<file path="config.mk">
export PLATFORM = sky130hd
export DESIGN_NAME = id_issue_ctrl
export DESIGN_NICKNAME = d
export VERILOG_FILES = /design/src/rtl/id_issue_ctrl_pkg.sv /design/src/rtl/id_issue_ctrl_scoreboard.sv /design/src/rtl/id_issue_ctrl.sv
export SDC_FILE = /design/constraint.sdc
export NUM_CORES = 1
export LEC_CHECK = 0
export CORE_ASPECT_RATIO = 0.9
export CORE_MARGIN = 2
export CORE_UTILIZATION = 25
export DETAILED_ROUTE_END_ITERATION = 8
export DONT_BUFFER_PORTS = 1
export PLACE_DENSITY_LB_ADDON = 0.15
export SETUP_SLACK_MARGIN = 0.1
export SYNTH_ARGS = -nofsm -noshare
export SYNTH_HDL_FRONTEND = slang
export SYNTH_HIERARCHICAL = 1
export SYNTH_SLANG_ARGS = --single-unit
</file>
<file path="constraint.sdc">
create_clock -name clk -period 2.7 [get_ports clk]
set_input_delay 0 -clock clk [delete_from_list [all_inputs] [get_ports clk]]
set_output_delay 0 -clock clk [all_outputs]
set_load 0.02 [all_outputs]
</file>
<file path="src/rtl/id_issue_ctrl_pkg.sv">
// Shared encodings for the ID issue controller: FSM state codes and scoreboard sizing.
package id_issue_ctrl_pkg;

  localparam int NREG  = 32;
  localparam int IDX_W = 5;

  typedef logic [IDX_W-1:0] reg_idx_t;

  localparam logic [0:0] D_IDLE  = 1'b0;
  localparam logic [0:0] D_BUSY  = 1'b1;

  localparam logic [0:0] T_IDLE  = 1'b0;
  localparam logic [0:0] T_DRAIN = 1'b1;

  function automatic logic is_long_op(input logic is_load, input logic div_en);
    return is_load | div_en;
  endfunction

endpackage

</file>
<file path="src/rtl/id_issue_ctrl_scoreboard.sv">
// Pending-writeback bit per architectural register; x0 is never tracked.
module scoreboard #(
  parameter int NREG = id_issue_ctrl_pkg::NREG
) (
  input  logic       clk,
  input  logic       rst_n,
  input  logic       i_set_en,
  input  logic [4:0] i_set_idx,
  input  logic       i_clr_en,
  input  logic [4:0] i_clr_idx,
  input  logic [4:0] i_rs1_idx,
  input  logic [4:0] i_rs2_idx,
  input  logic [4:0] i_rd_idx,
  output logic       o_rs1_pend,
  output logic       o_rs2_pend,
  output logic       o_rd_pend,
  output logic       o_any_pend
);

  logic [NREG-1:0] r_pend;
  logic [NREG-1:0] w_pend_nxt;

  // Set is applied after clear so a new producer wins over an older op's writeback.
  always_comb begin
    w_pend_nxt = r_pend;
    if (i_clr_en) w_pend_nxt[i_clr_idx] = 1'b0;
    if (i_set_en) w_pend_nxt[i_set_idx] = 1'b1;
    w_pend_nxt[0] = 1'b0;
  end

  always_ff @(posedge clk or negedge rst_n) begin
    if (!rst_n) r_pend <= '0;
    else        r_pend <= w_pend_nxt;
  end

  assign o_rs1_pend = (i_rs1_idx != '0) & r_pend[i_rs1_idx];
  assign o_rs2_pend = (i_rs2_idx != '0) & r_pend[i_rs2_idx];
  assign o_rd_pend  = (i_rd_idx  != '0) & r_pend[i_rd_idx];
  assign o_any_pend = |r_pend;

endmodule

</file>
<file path="src/rtl/id_issue_ctrl.sv">
// Decode-stage issue/stall decision, divider sequencing and trap drain/serialisation.
module id_issue_ctrl #(
  parameter int NREG  = id_issue_ctrl_pkg::NREG,
  parameter int CNT_W = 32
) (
  input  logic             clk,
  input  logic             rst_n,
  input  logic             id_valid_i,
  input  logic [4:0]       rs1_idx_i,
  input  logic [4:0]       rs2_idx_i,
  input  logic [4:0]       rd_idx_i,
  input  logic             wben_i,
  input  logic             is_load_i,
  input  logic             div_en_i,
  input  logic             trap_i,
  input  logic             flush_i,
  input  logic             wb_wren_i,
  input  logic [4:0]       wb_rdid_i,
  input  logic             wb_long_i,
  input  logic             div_done_i,
  output logic             issue_o,
  output logic             stall_o,
  output logic             div_start_o,
  output logic             div_busy_o,
  output logic             trap_fire_o,
  output logic             drain_o,
  output logic [CNT_W-1:0] stall_cnt_o
);

  import id_issue_ctrl_pkg::*;

  logic [0:0]       r_dstate;
  logic [0:0]       r_tstate;
  logic [CNT_W-1:0] r_stall_cnt;

  logic w_rs1_pend, w_rs2_pend, w_rd_pend, w_any_pend;
  logic w_live, w_long, w_hazard, w_waw, w_struct;
  logic w_drained, w_trap_block;
  logic w_sb_set, w_sb_clr;

  scoreboard #(.NREG(NREG)) u_sb (
    .clk        (clk),
    .rst_n      (rst_n),
    .i_set_en   (w_sb_set),
    .i_set_idx  (rd_idx_i),
    .i_clr_en   (w_sb_clr),
    .i_clr_idx  (wb_rdid_i),
    .i_rs1_idx  (rs1_idx_i),
    .i_rs2_idx  (rs2_idx_i),
    .i_rd_idx   (rd_idx_i),
    .o_rs1_pend (w_rs1_pend),
    .o_rs2_pend (w_rs2_pend),
    .o_rd_pend  (w_rd_pend),
    .o_any_pend (w_any_pend)
  );

  // RAW check uses the pre-clear scoreboard: no regfile bypass of a same-cycle writeback.
  assign w_live    = id_valid_i & ~flush_i;
  assign w_long    = is_long_op(is_load_i, div_en_i);
  assign w_hazard  = w_rs1_pend | w_rs2_pend;
  assign w_waw     = w_long & wben_i & w_rd_pend;
  assign w_struct  = div_en_i & (r_dstate != D_IDLE);
  assign w_drained = ~w_any_pend & (r_dstate == D_IDLE);

  assign w_trap_block = (r_tstate == T_IDLE) ? trap_i : ~w_drained;

  assign stall_o     = w_live & (w_hazard | w_waw | w_struct | w_trap_block);
  assign issue_o     = w_live & ~stall_o;
  assign div_start_o = issue_o & div_en_i;
  assign div_busy_o  = (r_dstate == D_BUSY);
  assign trap_fire_o = (r_tstate == T_DRAIN) & issue_o;
  assign drain_o     = (r_tstate == T_DRAIN) & ~w_drained;
  assign stall_cnt_o = r_stall_cnt;

  assign w_sb_set = issue_o & wben_i & w_long;
  assign w_sb_clr = wb_wren_i & wb_long_i;

  always_ff @(posedge clk or negedge rst_n) begin
    if (!rst_n) begin
      r_dstate <= D_IDLE;
    end else begin
      case (r_dstate)
        D_IDLE:  if (div_start_o) r_dstate <= D_BUSY;
        D_BUSY:  if (div_done_i)  r_dstate <= D_IDLE;
        default: r_dstate <= D_IDLE;
      endcase
    end
  end

  // Losing the held trap (flush or bubble) abandons the drain without firing.
  always_ff @(posedge clk or negedge rst_n) begin
    if (!rst_n) begin
      r_tstate <= T_IDLE;
    end else begin
      case (r_tstate)
        T_IDLE:  if (w_live & trap_i) r_tstate <= T_DRAIN;
        T_DRAIN: if (flush_i | ~id_valid_i | trap_fire_o) r_tstate <= T_IDLE;
        default: r_tstate <= T_IDLE;
      endcase
    end
  end

  always_ff @(posedge clk or negedge rst_n) begin
    if (!rst_n)                       r_stall_cnt <= '0;
    else if (stall_o & ~&r_stall_cnt) r_stall_cnt <= r_stall_cnt + 1'b1;
  end

endmodule

</file>
# Word level (Yosys, flattened, before mapping)

Index checks and enable logic that the tools add are counted.

Register bits: 65
Word-level logic and storage cells: 73
Input port bits: 31
Output and inout bits: 38

Multiplexer cells: 19
Bitwise logic cells: 35
Order comparisons: 6
Reductions and logical operators: 8
Add/subtract/negate cells: 1

Operators by type and width:

| cell                                                              | count |
|---|---|
| 2-to-1 mux 32 bit                                                 | 2 |
| adder 32 x 1 -> 32 bit, second input constant                     | 1 |
| AND 32 bit                                                        | 1 |
| NOT 32 bit                                                        | 1 |
| OR 32 bit                                                         | 1 |
| AND reduction 32 bit                                              | 1 |
| OR reduction 31 bit                                               | 1 |
| less-than comparator 5 x 6 -> 1 bit, second input constant        | 4 |
| AND 1 bit                                                         | 18 |
| binary-select mux 1 bit (select 5 bit)                            | 3 |
| nonzero test 5 bit                                                | 3 |
| demux 1 bit (select 5 bit)                                        | 2 |
| greater-or-equal comparator 5 x 1 -> 1 bit, second input constant | 2 |
| 2-to-1 mux 1 bit                                                  | 10 |
| NOT 1 bit                                                         | 7 |
| OR 1 bit                                                          | 7 |
| case mux 1 bit (2 select lines)                                   | 2 |
| logical AND 1 bit                                                 | 2 |
| logical NOT 1 bit                                                 | 1 |

# Depth between registers and ports, before layout

Depth in word-level cells: 14
Mapped depth: 11
Gate-level depth less buffers: 10

# Cells and area by module

Netlist, hierarchy kept.

By module, submodules not included:

| module        | cells an instance | instances | area each (um^2) | seq. area each (um^2) |
|---|---|---|---|---|
| scoreboard    | 203               | 1         | 2194.6           | 775.7 |
| id_issue_ctrl | 174               | 1         | 1844.3           | 850.8 |

# Worst setup path before layout

OpenSTA, ideal clock, no wires.

Path type: register to register
Start: register u_sb.r_pend[31]
End: register u_sb.r_pend[16]
Path buffers: 0
Arrival time: 2.771 ns
Clock period less this slack: 2.853 ns
Stages on the path, launching flop included: 9
Setup slack: -0.153 ns
Library setup time: 0.083 ns
Path through: dfrtp_1 -> mux4_2 -> mux2_2 -> a311o_1 -> a211oi_1 -> nand4_1 -> nor3_1 -> or3b_2 -> o21ai_0

Cells in the longest elaborated chain, start to end: 13
Elaborated cells between the ends (all ways): 25
Those cells by class: 8 x mux; 16 x bitwise; 1 x reduce/logical

RTL lines:

| element                                | RTL line                       | RTL |
|---|---|---|
| from (decl)                            | id_issue_ctrl_scoreboard.sv:20 | `logic [NREG-1:0] r_pend;` |
| from (signal assigned)                 | id_issue_ctrl_scoreboard.sv:33 | `else r_pend <= w_pend_nxt;` |
| binary-select mux 1 bit (select 5 bit) | id_issue_ctrl_scoreboard.sv:37 | `assign o_rs2_pend = (i_rs2_idx != '0) & r_pend[i_rs2_idx];` |
| 2-to-1 mux 1 bit (not written as such) | id_issue_ctrl_scoreboard.sv:37 |  |
| AND 1 bit                              | id_issue_ctrl_scoreboard.sv:37 |  |
| named net w_rs2_pend                   | id_issue_ctrl.sv:36            | `logic w_rs1_pend, w_rs2_pend, w_rd_pend, w_any_pend;` |
| OR 1 bit                               | id_issue_ctrl.sv:60            | `assign w_hazard = w_rs1_pend \| w_rs2_pend;` |
| OR 1 bit (3 in series)                 | id_issue_ctrl.sv:67            | `assign stall_o = w_live & (w_hazard \| w_waw \| w_struct \| w_trap_block);` |
| AND 1 bit                              | id_issue_ctrl.sv:67            |  |
| NOT 1 bit                              | id_issue_ctrl.sv:68            | `assign issue_o = w_live & ~stall_o;` |
| AND 1 bit                              | id_issue_ctrl.sv:68            |  |
| AND 1 bit (2 in series)                | id_issue_ctrl.sv:75            | `assign w_sb_set = issue_o & wben_i & w_long;` |
| named net w_sb_set                     | id_issue_ctrl.sv:39            | `logic w_sb_set, w_sb_clr;` |
| 2-to-1 mux 32 bit                      | id_issue_ctrl_scoreboard.sv:27 | `if (i_set_en) w_pend_nxt[i_set_idx] = 1'b1;` |
| named net u_sb.w_pend_nxt[16]          | id_issue_ctrl_scoreboard.sv:21 | `logic [NREG-1:0] w_pend_nxt;` |

The timed path passes the listed nets, and every way through them passes these cells. The select of a mux whose other input is x is not followed.
A chain may end at the register's enable or synchronous reset.

# Final worst setup path

Start: register u_sb.r_pend[26]
End: register u_sb.r_pend[28]

Same word-level chain as after synthesis.

==> impl_metrics.env <==
export IMPL_status="finished, violations left"
export IMPL_violations="setup timing"
export IMPL_die_height_um=125
export IMPL_io_pins=69
export IMPL_cap_violations=0
export IMPL_pwr_share_seq=0.430
export IMPL_netlist_area_sq_mm=0.00404
export IMPL_final_min_period_over_clock_period=1.06
export IMPL_synth_top_cell_area_share=0.403
export IMPL_synth_simple_area_share=0.245
export IMPL_synthCells=377
export IMPL_ys_warn_count=6
export IMPL_ys_types=54
export IMPL_synth_compound_gate_area_share=0.114
export IMPL_die_area_sq_mm=0.0172
export IMPL_grt_usage=0.168
export IMPL_hold_viol=0
export IMPL_syn_mean_instance_area_sq_um=10.7
export IMPL_holdCritStartpoint="wb_rdid_i[4]"
export IMPL_r2r_start="u_sb/r_pend[26]"
export IMPL_reg2reg_depth=8
export IMPL_startpoint_type="flip-flop"
export IMPL_tightest_slew_ps=524
export IMPL_fp_coreArea_sq_mm=0.0160
export IMPL_hold_depth=4
export IMPL_cts_path_max_buffers=2
export IMPL_cts_sink_count=65
export IMPL_power_density_mw_per_mm2=533
export IMPL_critPathKind="reg -> reg"
export IMPL_p_int_mw=1.95
export IMPL_synth_common_cells="o21ai_0, dfrtp_1, nand2_1"
export IMPL_synthAdderAreaFrac=0.00310
export IMPL_swShare=0.306
export IMPL_yosysSeqAreaShare=0.403
export IMPL_worstPathRequired_ps=2960
export IMPL_synthMuxAreaShare=0.146
export IMPL_cts_root_buf="clkbuf_16"
export IMPL_fin_total_pwr_mw=2.81
export IMPL_worstHoldPathType="in -> reg"
export IMPL_grt_first_pass_wirelength_mm=21.7
export IMPL_yosysMostFrequentCell="o21ai_0"
export IMPL_fmax_mhz=351
export IMPL_cp_max_fo=7
export IMPL_gp_congestion=0.861
export IMPL_drt_met1_wl_mm=6.24
export IMPL_port_buffers=0
export IMPL_clkTransAtPathRegs_ps=60
export IMPL_synth_edff_count=0
export IMPL_avgViaCountPerCell=5.44
export IMPL_cp_startpoint="u_sb/r_pend[26]"
export IMPL_synth_area_leaders="dfrtp_1, mux4_2, o21ai_0"
export IMPL_vdd_drop_max_mv=0.284
export IMPL_final_nets=471
export IMPL_wl_met2_mm=6.17
export IMPL_slew_headroom=0.649
export IMPL_drive_gt1_frac=0.345
export IMPL_p_sw_uw=860
export IMPL_arrival_ps=3110
export IMPL_maxSlewViolCount=0
export IMPL_ys_seq_elements=65
export IMPL_synth_area_leader_cell="dfrtp_1"
export IMPL_insertion_delay_ps=340
export IMPL_top_layer_used="met4"
export IMPL_syn2layout_area_growth_pct=30.6
export IMPL_synth_xor_area_frac=0.0607
export IMPL_cts_buffers=9
export IMPL_drt_pass1_iter_count=5
export IMPL_antenna_found_initial=0
export IMPL_chipWidth_um=138
export IMPL_finClkSkew_ps=11.0
export IMPL_routed_via_count=3542
export IMPL_htree_levels=3
export IMPL_rows=44
export IMPL_rsz0062_at_grt="true"
export IMPL_initial_core_util=0.253
export IMPL_timing_final_ws_setup_ps=-149
export IMPL_pwr_share_comb=0.175
export IMPL_place_ws_ps=-205
export IMPL_synth_top_family_by_area="simple AND/OR/NAND/NOR gates"
export IMPL_synth_flop_cell="dfrtp_1"
export IMPL_dp_hpwl_mm=9.24
export IMPL_fin_crit_ps=2850
export IMPL_drc=0
export IMPL_endpoint_kind="flip-flop"
export IMPL_first_global_vias=3665
export IMPL_pwr_share_clk=0.395
export IMPL_cts_tree="done"
export IMPL_finalWirelength_mm=13.7
export IMPL_final_core_util=0.330
export IMPL_fillers=1607
export IMPL_n_antenna_cell=0
export IMPL_wire_per_inst_um=21.0
export IMPL_drt_iter0_markers=239
export IMPL_syn_nets=409
export IMPL_wl_met3_um=990
export IMPL_antenna_left=0
export IMPL_cellLeakagePower_nw=2.18
export IMPL_setup_viol=36
export IMPL_async_reset_ff_frac=1.00
export IMPL_grt_max_degree=66
export IMPL_overflow=0
## final timing paths
check                                  end  slack (ps)
setup / recovery           u_sb/r_pend[28]        -150
hold / removal              u_sb/r_pend[6]           9
setup reg to reg           u_sb/r_pend[28]        -150
hold reg to reg                   r_tstate         560
max in group asynchronous   u_sb/r_pend[5]        2190
min in group asynchronous   u_sb/r_pend[9]         220
## sequential cells by signal, indices dropped and copies added (netlist names)
signal       flops
div_busy_o       1
r_tstate         1
stall_cnt_o     32
u_sb/r_pend     31
## repair_timing
action | 4_1_cts | 5_1_grt
gates resized for setup | 58 | 27
setup endpoints to repair | 66 | 68
pin swaps | 26 | 7
setup buffers | 5 | 1
endpoints found under the hold margin | 98 | 0
hold buffers | 18 | 0
## power by group through the flow
stage | sequential (mW) | combinational, mW | clock (mW)
floorplan | 1.23 | 0.255 | 0
global placement | 1.22 | 0.397 | 0
detailed placement | 1.23 | 0.395 | 0
CTS | 1.21 | 0.480 | 1.16
global route | 1.23 | 0.536 | 1.22
finish | 1.21 | 0.492 | 1.11
## placed cells by master, fill, tap and decap left out, drive strengths merged, types with 9 or more instances in the layout
cell type    instances
o21ai               66
dfrtp               65
buf                 47
nand2               27
xor2                26
mux4                21
nor4                21
dlygate4sd3         17
nand3               14
nand4               11
nand3b              11
clkbuf              10
nor2                 9
## worst max-delay path: stages, from the launching register on
cell and delay [ps]:
dfrtp_1 420, mux4_2 490, mux2_4 290, a311o_1 280, a211oi_2 150, nand4_1 220
nor3_4 270, or3b_4 500, o21ai_1 150
## cell families after synthesis
family | Yosys count
buffers and inverters | 18
AND/OR/NAND/NOR | 152
adder cells (fa/ha/maj) | 1
XOR/XNOR | 28
AO/OA/AOI/OAI | 83
flip-flops | 65
multiplexers | 30
## metal layers
layer | vias to the layer above | GRT usage
met5 | - | 0
met4 | 0 | 0.0600
met3 | 24 | 0.0440
met2 | 123 | 0.245
met1 | 1794 | 0.238
li1 | 1601 | -
## final cells by class
cell class              count  area, sq um  share of cell area
multi-input cells         294         2510               0.477
flip-flops and latches     65         1630               0.309
repair buffers             64          569               0.108
well taps                 207          259              0.0491
clock buffers              10          239              0.0453
clock inverters             6         43.8             0.00830
inverters                   5         18.8             0.00356
## stage by stage
step	instances	hold slack [ps]	cell area, sq um	setup TNS, ps
after floorplan	377	-296	4050	0
after CTS	651	0.867	5180	-1100
after global placement	612	-289	4520	-3230
final	651	9.39	5270	-1730
after detailed placement	612	-293	4520	-4470
after global routing	651	38.9	5270	-10430
No activity file was read; power rests on OpenSTA's default activity.
